<file path="src/rtl/dist_com_desc_dispatch_pkg.sv">
// Shared descriptor layout and FSM encoding for the distribution common FIFO
// consumer and its statistics counters.
package dist_com_desc_dispatch_pkg;

  localparam int DESC_W       = 24;
  localparam int DESC_CH_MSB  = 23;
  localparam int DESC_CH_LSB  = 22;
  localparam int DESC_FLG_MSB = 21;
  localparam int DESC_FLG_LSB = 16;
  localparam int DESC_LEN_MSB = 15;
  localparam int DESC_LEN_LSB = 0;

  typedef enum logic [1:0] {
    ST_IDLE  = 2'd0,
    ST_RD    = 2'd1,
    ST_CAP   = 2'd2,
    ST_OFFER = 2'd3
  } state_t;

  typedef struct packed {
    logic [DESC_CH_MSB-DESC_CH_LSB:0]   ch;
    logic [DESC_FLG_MSB-DESC_FLG_LSB:0] flags;
    logic [DESC_LEN_MSB-DESC_LEN_LSB:0] len;
  } desc_t;

  // A descriptor is deliverable when it names an existing channel and carries bytes.
  function automatic logic desc_ok(input desc_t d, input int num_ch);
    return (int'(d.ch) < num_ch) && (d.len != '0);
  endfunction

endpackage

</file>
<file path="src/rtl/dist_sat_cnt.sv">
// Saturating up-counter used for the dispatcher statistics.
module dist_sat_cnt #(
  parameter int W = 16
) (
  input  logic         i_clk,
  input  logic         i_rst,
  input  logic         i_inc,
  output logic [W-1:0] o_cnt
);

  logic [W-1:0] r_cnt;

  always_ff @(posedge i_clk) begin
    if (i_rst)                      r_cnt <= '0;
    else if (i_inc && (r_cnt != '1)) r_cnt <= r_cnt + 1'b1;
  end

  assign o_cnt = r_cnt;

endmodule

</file>
<file path="src/rtl/dist_com_desc_dispatch.sv">
// Pops descriptors from the non-FWFT common FIFO, validates them and offers each
// to one channel over valid/ready, dropping bad or unaccepted descriptors.
module dist_com_desc_dispatch
  import dist_com_desc_dispatch_pkg::*;
#(
  parameter int NUM_CH  = 4,
  parameter int TIMEOUT = 255,
  parameter int CNT_W   = 16
) (
  input  logic              i_clk,
  input  logic              i_rst,
  input  logic [DESC_W-1:0] i_fifo_dout,
  input  logic              i_fifo_empty,
  output logic              o_fifo_rd_en,
  output logic [NUM_CH-1:0] o_ch_valid,
  output logic [DESC_W-1:0] o_ch_desc,
  input  logic [NUM_CH-1:0] i_ch_ready,
  output logic [CNT_W-1:0]  o_desc_cnt,
  output logic [CNT_W-1:0]  o_drop_cnt,
  output logic              o_err_pulse
);

  localparam int TMO_W = 16;

  state_t            r_state, w_state_nxt;
  logic [TMO_W-1:0]  r_tmo;
  logic [NUM_CH-1:0] r_valid;
  desc_t             r_desc;
  logic              r_err;

  desc_t w_in;
  logic  w_ok, w_hs, w_tmo, w_drop, w_rd;

  assign w_in   = desc_t'(i_fifo_dout);
  assign w_ok   = desc_ok(w_in, NUM_CH);
  assign w_hs   = (r_state == ST_OFFER) && (|(r_valid & i_ch_ready));
  // Handshake wins over timeout in the last valid cycle.
  assign w_tmo  = (r_state == ST_OFFER) && !w_hs && (r_tmo == TMO_W'(TIMEOUT - 1));
  assign w_drop = ((r_state == ST_CAP) && !w_ok) || w_tmo;

  always_comb begin
    w_state_nxt = r_state;
    w_rd        = 1'b0;
    case (r_state)
      ST_IDLE: begin
        if (!i_fifo_empty) begin
          w_rd        = 1'b1;
          w_state_nxt = ST_RD;
        end
      end
      ST_RD:  w_state_nxt = ST_CAP;
      ST_CAP: w_state_nxt = w_ok ? ST_OFFER : ST_IDLE;
      ST_OFFER: begin
        if (w_hs) begin
          w_rd        = !i_fifo_empty;
          w_state_nxt = i_fifo_empty ? ST_IDLE : ST_RD;
        end else if (w_tmo) begin
          w_state_nxt = ST_IDLE;
        end
      end
      default: w_state_nxt = ST_IDLE;
    endcase
  end

  always_ff @(posedge i_clk) begin
    if (i_rst) r_state <= ST_IDLE;
    else       r_state <= w_state_nxt;
  end

  always_ff @(posedge i_clk) begin
    if (i_rst) begin
      r_tmo   <= '0;
      r_valid <= '0;
      r_desc  <= '0;
      r_err   <= 1'b0;
    end else begin
      r_err <= w_drop;
      if (r_state == ST_CAP) begin
        r_desc  <= w_in;
        r_valid <= w_ok ? ({{(NUM_CH-1){1'b0}}, 1'b1} << w_in.ch) : '0;
        r_tmo   <= '0;
      end else if (r_state == ST_OFFER) begin
        if (w_hs || w_tmo) r_valid <= '0;
        r_tmo <= r_tmo + 1'b1;
      end
    end
  end

  // The pop strobe is combinational so back-to-back offers stay 3 cycles apart.
  assign o_fifo_rd_en = w_rd && !i_rst;
  assign o_ch_valid   = r_valid;
  assign o_ch_desc    = r_desc;
  assign o_err_pulse  = r_err;

  dist_sat_cnt #(.W(CNT_W)) u_desc_cnt (
    .i_clk (i_clk),
    .i_rst (i_rst),
    .i_inc (w_hs),
    .o_cnt (o_desc_cnt)
  );

  dist_sat_cnt #(.W(CNT_W)) u_drop_cnt (
    .i_clk (i_clk),
    .i_rst (i_rst),
    .i_inc (w_drop),
    .o_cnt (o_drop_cnt)
  );

endmodule
</file>
<file path="config.mk">
export PLATFORM = sky130hd
export DESIGN_NAME = dist_com_desc_dispatch
export DESIGN_NICKNAME = d
export VERILOG_FILES = /design/src/rtl/dist_com_desc_dispatch_pkg.sv /design/src/rtl/dist_sat_cnt.sv /design/src/rtl/dist_com_desc_dispatch.sv
export SDC_FILE = /design/constraint.sdc
export NUM_CORES = 1
export LEC_CHECK = 0
export ABC_AREA = 1
export ABC_CLOCK_PERIOD_IN_PS = 2050
export BUFFER_PORTS_ARGS = -buffer_cell sky130_fd_sc_hd__buf_2
export CELL_PAD_IN_SITES_DETAIL_PLACEMENT = 0
export CELL_PAD_IN_SITES_GLOBAL_PLACEMENT = 1
export CORE_MARGIN = 2
export CORE_UTILIZATION = 38
export DETAILED_ROUTE_END_ITERATION = 8
export GPL_TIMING_DRIVEN = 0
export PLACE_DENSITY = 0.83
export SETUP_SLACK_MARGIN = 0.4
export SYNTH_ARGS = -nofsm -noshare
export SYNTH_HDL_FRONTEND = slang
export SYNTH_SLANG_ARGS = --single-unit
export TNS_END_PERCENT = 100
</file>
<file path="constraint.sdc">
create_clock -name i_clk -period 2.05 [get_ports i_clk]
set_clock_uncertainty 0.05 [all_clocks]
set_input_delay 0 -clock i_clk [delete_from_list [all_inputs] [get_ports i_clk]]
set_output_delay 0 -clock i_clk [all_outputs]
set_load 0.01 [all_outputs]
</file>
Word level (Yosys, flattened, before mapping). Cells that the tools add are included.

Memory bits (read-only): 0. Latch bits: 0. Bits in writable memories: 0. Flip-flop bits (word level): 79. Input bits: 31. Word-level logic and storage cells: 56. Memories: 0. Output and inout bits: 62.

Shift operators: 1. Div/mod/pow operators: 0. Order comparisons: 0. Multipliers: 0. $add $sub $neg: 3. Reduce and logical (&&, ||, !) cells: 21. Equal/unequal tests: 8. Bitwise operators: 1. Multiplexer cells: 13.

Operators by type and width (count): 16-bit by 1-bit adder with 16-bit output, second input constant (3); 16-bit inequality test, second input constant (2); 16-bit by 8-bit == test with 1-bit output, second input constant (1); 4-bit 2-to-1 mux (4); 16-bit nonzero test (1); 2-bit 2-to-1 mux (4); 2-bit case mux with 4 select lines (1); 1-bit logical AND (7); 4-bit bitwise AND (1); 2-bit == test, second input constant (2); 1-bit zero test (4); 2-bit AND reduction (2); 2-bit nonzero test (2); 4-bit OR reduction (1); 1-bit by 2-bit left shift with 4-bit output, first input constant (1); 1-bit 2-to-1 mux (3); 3-bit by 2-bit inequality test with 1-bit output, second input constant (1); 2-bit by 1-bit == test with 1-bit output, second input constant (1); 2-bit zero test (1); 1-bit logical OR (2); 2-bit inequality test, second input constant (1); 1-bit case mux with 2 select lines (1); 2-bit OR reduction (1).

Logic depth before layout (Yosys ltp). Gate-level depths: netlist of the first run.

Word-level depth: 10. Gate-level depth with buffers: 11. Mapped depth without buffers: 10.

Hierarchy. From an unflattened synthesis of the first run, not the netlist that was laid out.

Cell total of the unflattened synthesis: 608. Area total of the unflattened synthesis: 4167.7 um2.

By module, submodules not included: dist_com_desc_dispatch (sequential area each 940.9 um2, cells each 310, instances 1, area an instance 2308.5 um2); dist_sat_cnt (sequential area each 320.3 um2, cells each 149, instances 2, area an instance 929.6 um2).

Worst setup path after synthesis of the first run. Ideal clock, no wire load.

Kind: flip-flop to flip-flop. Start point: reg u_desc_cnt.r_cnt[1] (netlist: u_desc_cnt.o_cnt[1]). End point: reg u_desc_cnt.r_cnt[10] (netlist: u_desc_cnt.o_cnt[10]). Setup time: 119 ps. Data arrival time: 1499 ps. Path slack: 382 ps. Cell stages (with the launch flop): 11. Buffers on the path: 1. Data required time: 1881 ps. Clock period less this slack: 1668 ps. Path through: dfxtp_1 ha_1 inv_1 nor2_1 and2_1 nand3_1 nand2_1 buf_4 nor2_1 o21ai_0 nor2_1.

Longest elaborated chain between the ends: 2. Elaborated cells between the ends (all ways): 3. Those cells by class: add/sub (1); eq/ne (1); reduce/logical (1).

Ends and longest elaborated chain: start: declaration (RTL line dist_sat_cnt.sv:11) `logic [W-1:0] r_cnt;`; start signal: assignment (RTL line dist_sat_cnt.sv:15) `else if (i_inc && (r_cnt != '1)) r_cnt <= r_cnt + 1'b1;`; parallel branches: the longest is 2 deep, another holds 16-bit by 1-bit adder with 16-bit output.

Several ways; the timed one is not identified. A chain may end at the register's enable or synchronous reset.

Worst setup path after layout of the first run.
Start point: reg r_state[0]. End point: reg r_tmo[13].

Longest elaborated chain between the ends: 2. Elaborated cells between the ends (all ways): 3. Those cells by class: eq/ne (2); reduce/logical (1).

Ends and longest elaborated chain: start: declaration (RTL line dist_com_desc_dispatch.sv:25) `state_t r_state, w_state_nxt;`; start signal: assignment (RTL line dist_com_desc_dispatch.sv:67) `else r_state <= w_state_nxt;`; 2-bit == test (RTL line dist_com_desc_dispatch.sv:78) `if (r_state == ST_CAP) begin`; 2-bit OR reduction (no source line); end signal: assignment (RTL line dist_com_desc_dispatch.sv:84) `r_tmo <= r_tmo + 1'b1;`; end: declaration (RTL line dist_com_desc_dispatch.sv:26) `logic [TMO_W-1:0] r_tmo;`.

Several ways; a longest one is shown, not always the timed one.

==> flow_summary_export.csv, run 1 <==
group,metric,value,unit
run_status,outcome,"complete, no violations",
worst_setup_path,max_stage_delay,370,ps
worst_hold_path,hp-class,"in -> reg",
clock_network,cts_buffers,9,
drt,wl_per_cell,12.8,um
finish,antennaDiodeCount,0,
placement,portBuffers,91,
drt,post-route-drc-count,0,
logic_synthesis,avgSynthCellArea,6.68,um2
placement,place_hpwl,7.88,mm
global_routing,grt.total_usage,0.200,
power_and_ir_drop,finalPower,3.38,mW
sta,final_hold_viol_count,0,
power_and_ir_drop,powerDensity,593,nW/um2
logic_synthesis,yosysUniqueCellTypes,31,
global_routing,grt_pass1_vias,4105,
floorplan,initial_core_util,0.392,
drt,drtAntennaViolNets,0,
logic_synthesis,synth_nets,645,
global_routing,antenna_found_initial,0,
sta,slew_headroom,0.640,
finish,final-instance-count-excl-fill,904,
worst_setup_path,endpoint_kind,"flop",
floorplan,placeableCoreArea,10300,um2
drt,dr_total_vias,4389,
global_routing,grt_pass1_wl,18.4,mm
sta,post-route-min-period,1650,ps
global_routing,grt_overflow,0,
worst_setup_path,critPathTopFamily,"simple AND/OR/NAND/NOR gates",
floorplan,fp.dieH,107,um
drt,routed_wl,11.6,mm
worst_setup_path,cp_cell_sequence,"ha_4, buf_6, nand2_2, nor2_4, nand2_4, nor2_2, nand4_1, o21ai_1, nand2_1, nor2_1",
finish,fin_util,0.552,
floorplan,num_io_pins,93,
logic_synthesis,synth-edff-count,0,
logic_synthesis,synth_ff_type,"dfxtp_1",
logic_synthesis,synth_cells,606,
sta,max_freq,606,MHz
worst_setup_path,path_buf_inv,1,
sta,tightestPinTransition,539,ps
worst_setup_path,cp.required,2290,ps
sta,slew_violations,0,
global_routing,grt_max_degree,15,
logic_synthesis,yosysSeqAreaShare,0.391,
clock_network,clock_latency,360,ps
drt,first_pass_iters,5,
logic_synthesis,synth-async-reset-ratio,0,
worst_setup_path,cp.arrival,1890,ps
power_and_ir_drop,peakVddDrop,0.419,mV
clock_network,htreeDepth,3,
floorplan,dieArea,11500,um2
finish,drive_above_1_share,0.296,
clock_network,cts_root_buf,"clkbuf_8",
sta,finalCritPeriodShare,0.805,
logic_synthesis,netlist_area,4050,um2
worst_setup_path,reg2reg_slack,400,ps
worst_setup_path,path_max_fanout,4,
clock_network,clock_sinks,79,
drt,via_per_inst,4.86,
worst_setup_path,crit_type,"reg -> reg",
finish,area_growth,40.8,%
floorplan,num_rows,37,
finish,fillers,1051,
floorplan,die_w,107,um
job,maxCapViolations,0,
placement,routabilityCongestion,0.835,
clock_network,clkTransAtPathRegs,80,ps
worst_setup_path,crit_slowest_cell,"dfxtp_4",
logic_synthesis,yosys_warnings,0,
clock_network,cts_tree,"done",
clock_network,clockBufferDepth,2,
logic_synthesis,synth_seq_cells,79,
worst_setup_path,worst_setup_path_start_kind,"flop",
drt,dr.first_iter.drc_count,185,
power_and_ir_drop,leakage,2.45,nW
sta,setup_viol,0,
sta,rsz0062_at_grt,"true",
finish,final_nets,802,
placement,dp_cells,833,
==> Yosys cell counts (2+ instances only) <==
cell / number / area share
dfxtp_1: 79 / 0.39
clkbuf_1: 11 / 0.010
nor2_1: 78 / 0.072
nand3b_1: 3 / 0.0056
o21ai_0: 20 / 0.025
a21oi_2: 3 / 0.0065
a21oi_1: 39 / 0.048
xor2_1: 11 / 0.024
nand2_2: 2 / 0.0031
o211ai_1: 2 / 0.0037
nor3_1: 13 / 0.016
ha_1: 8 / 0.025
buf_6: 2 / 0.0056
and2_1: 2 / 0.0031
nand4_1: 10 / 0.015
nand2_1: 188 / 0.17
nand3_1: 62 / 0.077
xnor2_1: 7 / 0.015
buf_4: 3 / 0.0056
inv_1: 50 / 0.046
buf_2: 3 / 0.0037
==> cell type report <==
| class | count | area, um2 | share of cell area |
|---|---|---|---|
| inverters | 51 | 196 | 0.0345 |
| well taps | 136 | 170 | 0.0299 |
| clock buffers | 10 | 138 | 0.0242 |
| repair buffers | 146 | 947 | 0.166 |
| plain buffers | 20 | 141 | 0.0248 |
| multi-input cells | 456 | 2410 | 0.424 |
| clock inverters | 6 | 68.8 | 0.0121 |
| flip-flops and latches | 79 | 1620 | 0.285 |
==> tightest hold or removal path: cells and delay by family <==
kind                   cells  cell delay, ps
and+or+nand+nor            3             290
buffers and inverters      1             140
==> where the power goes <==
part           internal (mW)  total, mW  switching (mW)
logic                  0.231      0.524           0.293
clock network          0.602       1.22           0.619
registers               1.59       1.63          0.0385
==> path summary, 6_finish.rpt <==
| kind | startpoint | end | cells past startpoint |
|---|---|---|---|
| setup reg to reg | r_state[0] | r_tmo[13] | 10 |
| hold reg to reg | o_ch_desc[15] | o_ch_desc[15] | 2 |
| setup / recovery | r_state[0] | r_tmo[13] | 10 |
| hold / removal | i_fifo_empty | r_state[0] | 4 |
==> timing repair <==
| item | 4_1_cts | 5_1_grt |
|---|---|---|
| hold buffers | 24 | 0 |
| gates cloned | 3 | 1 |
| hold endpoints to repair | 28 | 0 |
| resized for setup | 52 | 67 |
| setup endpoints to repair | 75 | 51 |
| buffers inserted | 20 | 7 |
| pin swaps | 12 | 17 |
==> cells in the final DEF (no fill, tap or decap), types with 8 or more instances in the layout <==
cell           count
clkbuf_1           8
nand2_1          182
dfxtp_1           57
a21oi_1           38
nor2_1            62
o21ai_0           14
buf_4             28
inv_1             42
dlygate4sd3_1     24
nor3_1            10
clkbuf_8          10
nand4_1           10
xor2_1            11
nand3_1           59
nor2_4             9
buf_6             11
dfxtp_2           17
nor2_2             8
buf_2             91
==> state kept, by name, summed over array words and instances, names as in the netlist <==
signal / flops
o_ch_desc: 24
o_ch_valid: 4
o_err_pulse: 1
r_state: 2
r_tmo: 16
u_desc_cnt.o_cnt: 16
u_drop_cnt.o_cnt: 16
==> cells by family (layout without fill, tap and decap cells) <==
| logic type | count (synthesis) | count (layout) | share of synthesized area |
|---|---|---|---|
| AO/OA/AOI/OAI | 67 | 67 | 0.0906 |
| XOR/XNOR | 18 | 18 | 0.0390 |
| adder cells (fa/ha/maj) | 8 | 8 | 0.0247 |
| buffers and inverters | 71 | 233 | 0.0736 |
| flip-flops | 79 | 79 | 0.391 |
| AND/OR/NAND/NOR | 363 | 363 | 0.381 |
==> per-stage QoR <==
stage	setup TNS, ps	area [um2]	hold slack, ps	setup slack (ps)
3_3_place_gp	-600	4670	179	-47.0
5_1_grt	0	5700	84.5	293
4_1_cts	0	5430	17.7	290
3_5_place_dp	-610	4670	183	-65.8
2_1_floorplan	0	4050	4.10	403
6_report	0	5700	56.4	400
==> metal layers <==
metal / up-vias / share of wire / track usage
met2: 105 / 0.48 / 0.344
met1: 2005 / 0.45 / 0.249
met4: 0 / 0.014 / 0.0770
met3: 13 / 0.052 / 0.0328
met5: - / 0 / 0
li1: 2266 / - / -
(Power assumes the default switching activity.)
==> run 2, diff against run 1 <==
Settings changed: ABC_CLOCK_PERIOD_IN_PS 2050 to 1500, CORE_UTILIZATION 38 to 34, PLACE_DENSITY 0.83 to 0.79.
Clock period 2.05 ns to 1.5 ns, I/O delays scaled along.
==> flow_summary_export.csv, run 2 (synthesized netlist as in run 1, its figures left out) <==
group,metric,value,unit
worst_hold_path,hp-class,"in -> reg",
run_status,violations,"DRC, setup timing",
global_routing,grt_pass1_wl,20.7,mm
drt,post-route-drc-count,5,
floorplan,num_rows,39,
placement,routabilityCongestion,0.819,
worst_setup_path,worst_setup_path_start_kind,"flop",
finish,final_nets,819,
sta,slew_violations,0,
worst_setup_path,r2r_cells,11,
sta,slew_headroom,0.569,
sta,fin_ws,-140,ps
placement,portBuffers,91,
clock_network,clockBufferDepth,2,
floorplan,placeableCoreArea,11500,um2
clock_network,cts_root_buf,"clkbuf_16",
power_and_ir_drop,leakage,2.78,nW
drt,wl_per_cell,13.6,um
finish,area_growth,59.4,%
worst_setup_path,crit_type,"reg -> reg",
job,maxCapViolations,0,
sta,post-route-min-period,1640,ps
global_routing,grt_pass1_vias,4428,
placement,dp_cells,840,
sta,tightestPinTransition,646,ps
sta,setup_tns,-3400,ps
worst_setup_path,cp.required,1700,ps
worst_setup_path,path_max_fanout,5,
worst_setup_path,endpoint_kind,"flop",
power_and_ir_drop,peakVddDrop,0.433,mV
global_routing,grt.total_usage,0.198,
clock_network,clock_latency,350,ps
drt,routed_wl,12.7,mm
worst_setup_path,max_stage_delay,370,ps
floorplan,fp.dieH,113,um
global_routing,grt_max_degree,14,
sta,finalCritPeriodShare,1.09,
power_and_ir_drop,powerDensity,848,nW/um2
clock_network,clkTransAtPathRegs,60,ps
finish,layout_common_cells,"nand2_1 (159), buf_2 (91), nand3_1 (54)",
finish,final-instance-count-excl-fill,928,
clock_network,cts_tree,"done",
drt,first_pass_iters,6,
worst_hold_path,whs_path_depth,4,
drt,via_per_inst,4.93,
sta,final_hold_viol_count,0,
finish,largest_register_ffs,24,
clock_network,cts_buffers,9,
run_status,outcome,"complete, but fails checks",
sta,max_freq,610,MHz
worst_setup_path,crit_slowest_cell,"dfxtp_4",
worst_setup_path,crit_start,"r_state[0]",
worst_setup_path,cp_cell_sequence,"ha_4, buf_8, buf_6, nand2_4, nor2_4, nand2_4, nor2_4, nand3_4, nand3b_1, nand2_1, nor2_1",
clock_network,clock_sinks,79,
finish,antennaDiodeCount,0,
sta,rsz0062_at_grt,"true",
clock_network,htreeDepth,3,
worst_setup_path,cp.arrival,1840,ps
finish,final_common_cell,"nand2_1",
sta,setup_viol,46,
worst_hold_path,hp-start,"i_fifo_empty",
floorplan,initial_core_util,0.351,
worst_setup_path,r2r-start,"r_state[0]",
drt,drtAntennaViolNets,0,
floorplan,num_io_pins,93,
global_routing,grt_overflow,0,
floorplan,die_w,113,um
finish,drive_above_1_share,0.405,
floorplan,dieArea,12800,um2
drt,dr.first_iter.drc_count,203,
placement,place_hpwl,8.22,mm
drt,dr_total_vias,4577,
global_routing,antenna_found_initial,0,
[run 2: cell types whose count changed in the layout (fill, tap and decap cells not counted), sizes merged]
cell	change
buf	+16
clkbuf	+2
clkinvlp	-1
[run 2: timing repair]
item	CTS	global route
gates resized for setup	112	80
buffers inserted	34	9
setup endpoints to repair	80	81
hold buffers	24	0
pin swaps	19	24
hold endpoints to repair	28	0
gates cloned	5	0
[run 2: area by class of cell]
type                       count  area [um2]
fill                        1085        5070
multi-input combinational    456        2720
sequential                    79        1640
timing repair buffer         163        1170
clock buffer                  11         253
inverter                      51         215
buffer                        20         211
tap                          143         179
clock inverter                 5        56.3
[run 2: stage by stage]
stage          utilization  hold WS [ps]  worst slack [ps]  total power, mW  area [um2]
2_1_floorplan            -         -16.2             -21.0             2.63        4250
3_3_place_gp         0.424           175              -255             2.83        4880
3_5_place_dp         0.424           182              -298             2.84        4880
4_1_cts              0.531          12.0              -221             5.44        6110
5_1_grt              0.560          52.9              -249             5.69        6450
6_report             0.560          49.4              -140             5.47        6450
[run 2: layer usage]
layer / wire [um] / track usage / vias up
met2: 6080 / 0.327 / 111
met4: 199 / 0.0593 / 0
met3: 644 / 0.0509 / 20
met5: 0 / 0 / -
met1: 5740 / 0.255 / 2136
li1: - / - / 2310
[run 2: critical path: cells and delay by family, from the launching register on]
family	cells	cell delay (ps)
simple gates	8	760
flops	1	370
buf+inv	2	220
fa+ha+maj	1	130
[run 2: power by group]
group / internal, mW / switching [mW] / leakage, nW / total (mW)
registers: 2.17 / 0.0574 / 0.655 / 2.23
clock network: 1.38 / 0.911 / 0.152 / 2.29
logic: 0.468 / 0.480 / 1.97 / 0.948
[run 2: path summary, 6_finish.rpt]
kind | to | slack (ps)
worst min-delay path | r_state[0] | 50
worst max-delay path | r_tmo[13] | -140
worst min register to register | o_ch_desc[12] | 390
worst max register to register | r_tmo[13] | -140
==> run 3, diff against run 2 <==
Settings changed: CORE_ASPECT_RATIO from default to 1.2, REMOVE_ABC_BUFFERS from default to 1.
==> flow_summary_export.csv, run 3 (synthesized netlist as in run 1, its figures left out) <==
group,metric,value,unit
clock_network,cts_root_buf,"clkbuf_16",
floorplan,placeableCoreArea,11600,um2
sta,fin_ws,-123,ps
global_routing,grt_pass1_wl,20.6,mm
power_and_ir_drop,intPower,4.24,mW
worst_setup_path,r2r-start,"r_state[1]",
finish,largest_register_ffs,24,
worst_hold_path,hp-class,"in -> reg",
sta,rsz0062_at_grt,"true",
global_routing,busiest_layer,"met2",
power_and_ir_drop,powerDensity,861,nW/um2
power_and_ir_drop,switching_share,0.258,
sta,max_freq,616,MHz
job,maxCapViolations,0,
worst_setup_path,endpoint_kind,"flop",
drt,dr.first_iter.drc_count,178,
sta,post-route-min-period,1620,ps
placement,place_ws,-1180,ps
global_routing,grt_overflow,0,
power_and_ir_drop,seqPwrFrac,0.393,
sta,timing.hold.ws,41.5,ps
worst_setup_path,crit_slowest_cell,"dfxtp_4",
worst_setup_path,path_buf_inv,4,
finish,drive_above_1_share,0.428,
worst_setup_path,critPathTopFamily,"buffers and inverters",
power_and_ir_drop,p_switching,1.47,mW
run_status,violations,"setup timing",
finish,antennaDiodeCount,0,
clock_network,htreeDepth,3,
sta,finalCritPeriodShare,1.08,
drt,first_pass_iters,4,
drt,routed_wl,13.6,mm
global_routing,use_met3,0.0369,
worst_setup_path,r2r_cells,10,
power_and_ir_drop,p_comb_frac,0.179,
sta,setup_viol,71,
worst_setup_path,crit_start,"r_state[1]",
clock_network,clock_latency,340,ps
sta,final_hold_viol_count,0,
clock_network,cts_buffers,9,
power_and_ir_drop,leakage,2.81,nW
global_routing,met2_usage,0.373,
worst_setup_path,worst_setup_path_start_kind,"flop",
floorplan,fp.dieH,123,um
drt,drtAntennaViolNets,0,
placement,place_hpwl,7.59,mm
drt,via_per_inst,4.88,
global_routing,grt.total_usage,0.199,
worst_setup_path,cp.arrival,1800,ps
global_routing,grt_pass1_vias,4330,
finish,layout_common_cells,"nand2_1 (151), buf_2 (92), nor2_1 (54), nand3_1 (54), dfxtp_1 (43)",
finish,final_nets,830,
worst_setup_path,cp.required,1680,ps
global_routing,grt_max_degree,34,
placement,routabilityCongestion,0.824,
global_routing,antenna_found_initial,0,
worst_setup_path,cp_cell_sequence,"ha_4, clkinvlp_4, buf_4, buf_6, nor2_4, inv_2, nor2_4, nand2_1, o21ai_1, a21oi_1",
placement,portBuffers,92,
worst_setup_path,reg2reg_slack,-120,ps
finish,final_common_cell,"nand2_1",
clock_network,clkTransAtPathRegs,60,ps
floorplan,die_w,104,um
worst_setup_path,rr_endpoint,"r_tmo[10]",
sta,slew_headroom,0.422,
worst_setup_path,path_max_fanout,4,
floorplan,initial_core_util,0.350,
floorplan,num_rows,43,
floorplan,dieArea,12800,um2
worst_setup_path,cp.depth,10,
clock_network,clock_sinks,79,
worst_setup_path,crit_path_frequent_cell,"nor2_4",
finish,fin_util,0.573,
drt,dr_total_vias,4653,
worst_setup_path,max_stage_delay,370,ps
worst_setup_path,crit_type,"reg -> reg",
clock_network,clockBufferDepth,2,
drt,post-route-drc-count,0,
clock_network,cts_tree,"done",
run_status,outcome,"complete, but fails checks",
global_routing,grt_util_met1,0.223,
sta,slew_violations,0,
power_and_ir_drop,peakVddDrop,0.711,mV
floorplan,num_io_pins,93,
power_and_ir_drop,clkPwrFrac,0.428,
worst_setup_path,cp-endpoint,"r_tmo[10]",
sta,tightestPinTransition,866,ps
finish,area_growth,63.8,%
drt,wl_per_cell,14.2,um
run 3: changes by cell type in the layout (fill, tap and decap cells not counted), moves of 5 or more:
cell / before / now
nand2_1: 159 / 151
buf_4: 24 / 42
buf_6: 27 / 18
buf_12: 1 / 9
dfxtp_1: 50 / 43
a21oi_1: 28 / 35
dfxtp_2: 19 / 31
nand2_2: 21 / 32
clkbuf_1: 7 / 0
a21oi_2: 14 / 7
clkinvlp_4: 1 / 8
dfxtp_4: 10 / 5
run 3: how the worst min path moves through the flow:
stage | startpoint | cells past startpoint | to | slack (ps)
after global placement | i_fifo_dout[16] | 3 | o_ch_desc[16] | 180
after detailed placement | i_fifo_dout[16] | 3 | o_ch_desc[16] | 180
after global routing | i_fifo_empty | 4 | r_state[0] | 60
final | i_fifo_empty | 4 | r_state[0] | 40
after CTS | i_fifo_empty | 4 | r_state[0] | 6
after floorplan | i_rst | 1 | o_fifo_rd_en | 0.4
run 3: final cells by class:
cell class	instances	area [um2]
clock buffers	11	253
clock inverters	5	80.1
fillers	1054	4940
inverters	51	218
multi-input cells	458	2720
flip-flops and latches	79	1640
well taps	157	196
repair buffers	190	1510
repair inverters	2	15.0
run 3: timing repair:
item	CTS	global route
hold endpoints to repair	28	0
cloned	5	2
setup buffers	56	14
pin swaps	42	31
setup endpoints to repair	80	80
gates resized for setup	171	64
hold buffers	24	0
run 3: per-stage QoR:
step	cell area [um2]	power, mW	TNS, ps	std cells
floorplan	3940	2.54	-48930	586
global placement	4600	2.74	-113060	835
detailed placement	4610	2.77	-69080	836
CTS	6300	5.57	-2350	937
global route	6630	5.90	-9110	953
finish	6630	5.71	-3960	953
run 3: per-layer routing:
layer  routed length [um]  vias to the layer above
li1                     -                     2332
met1                 5620                     2165
met2                 6930                      122
met3                  594                       34
met4                  417                        0
met5                    0                        -
run 3: worst register-to-register path: stages (launching register included):
cell	delay, ps
dfxtp_4	370
ha_4	160
clkinvlp_4	110
buf_4	160
buf_6	120
nor2_4	90
inv_2	60
nor2_4	100
nand2_1	90
o21ai_1	150
a21oi_1	60
run 3: power groups by stage:
stage                     Sequential, mW  Combinational (mW)  Clock [mW]
after floorplan                     2.30               0.249           0
after global placement              2.27               0.476           0
after detailed placement            2.27               0.498           0
after CTS                           2.24               0.847        2.48
after global routing                2.25                1.09        2.56
final                               2.24                1.02        2.45
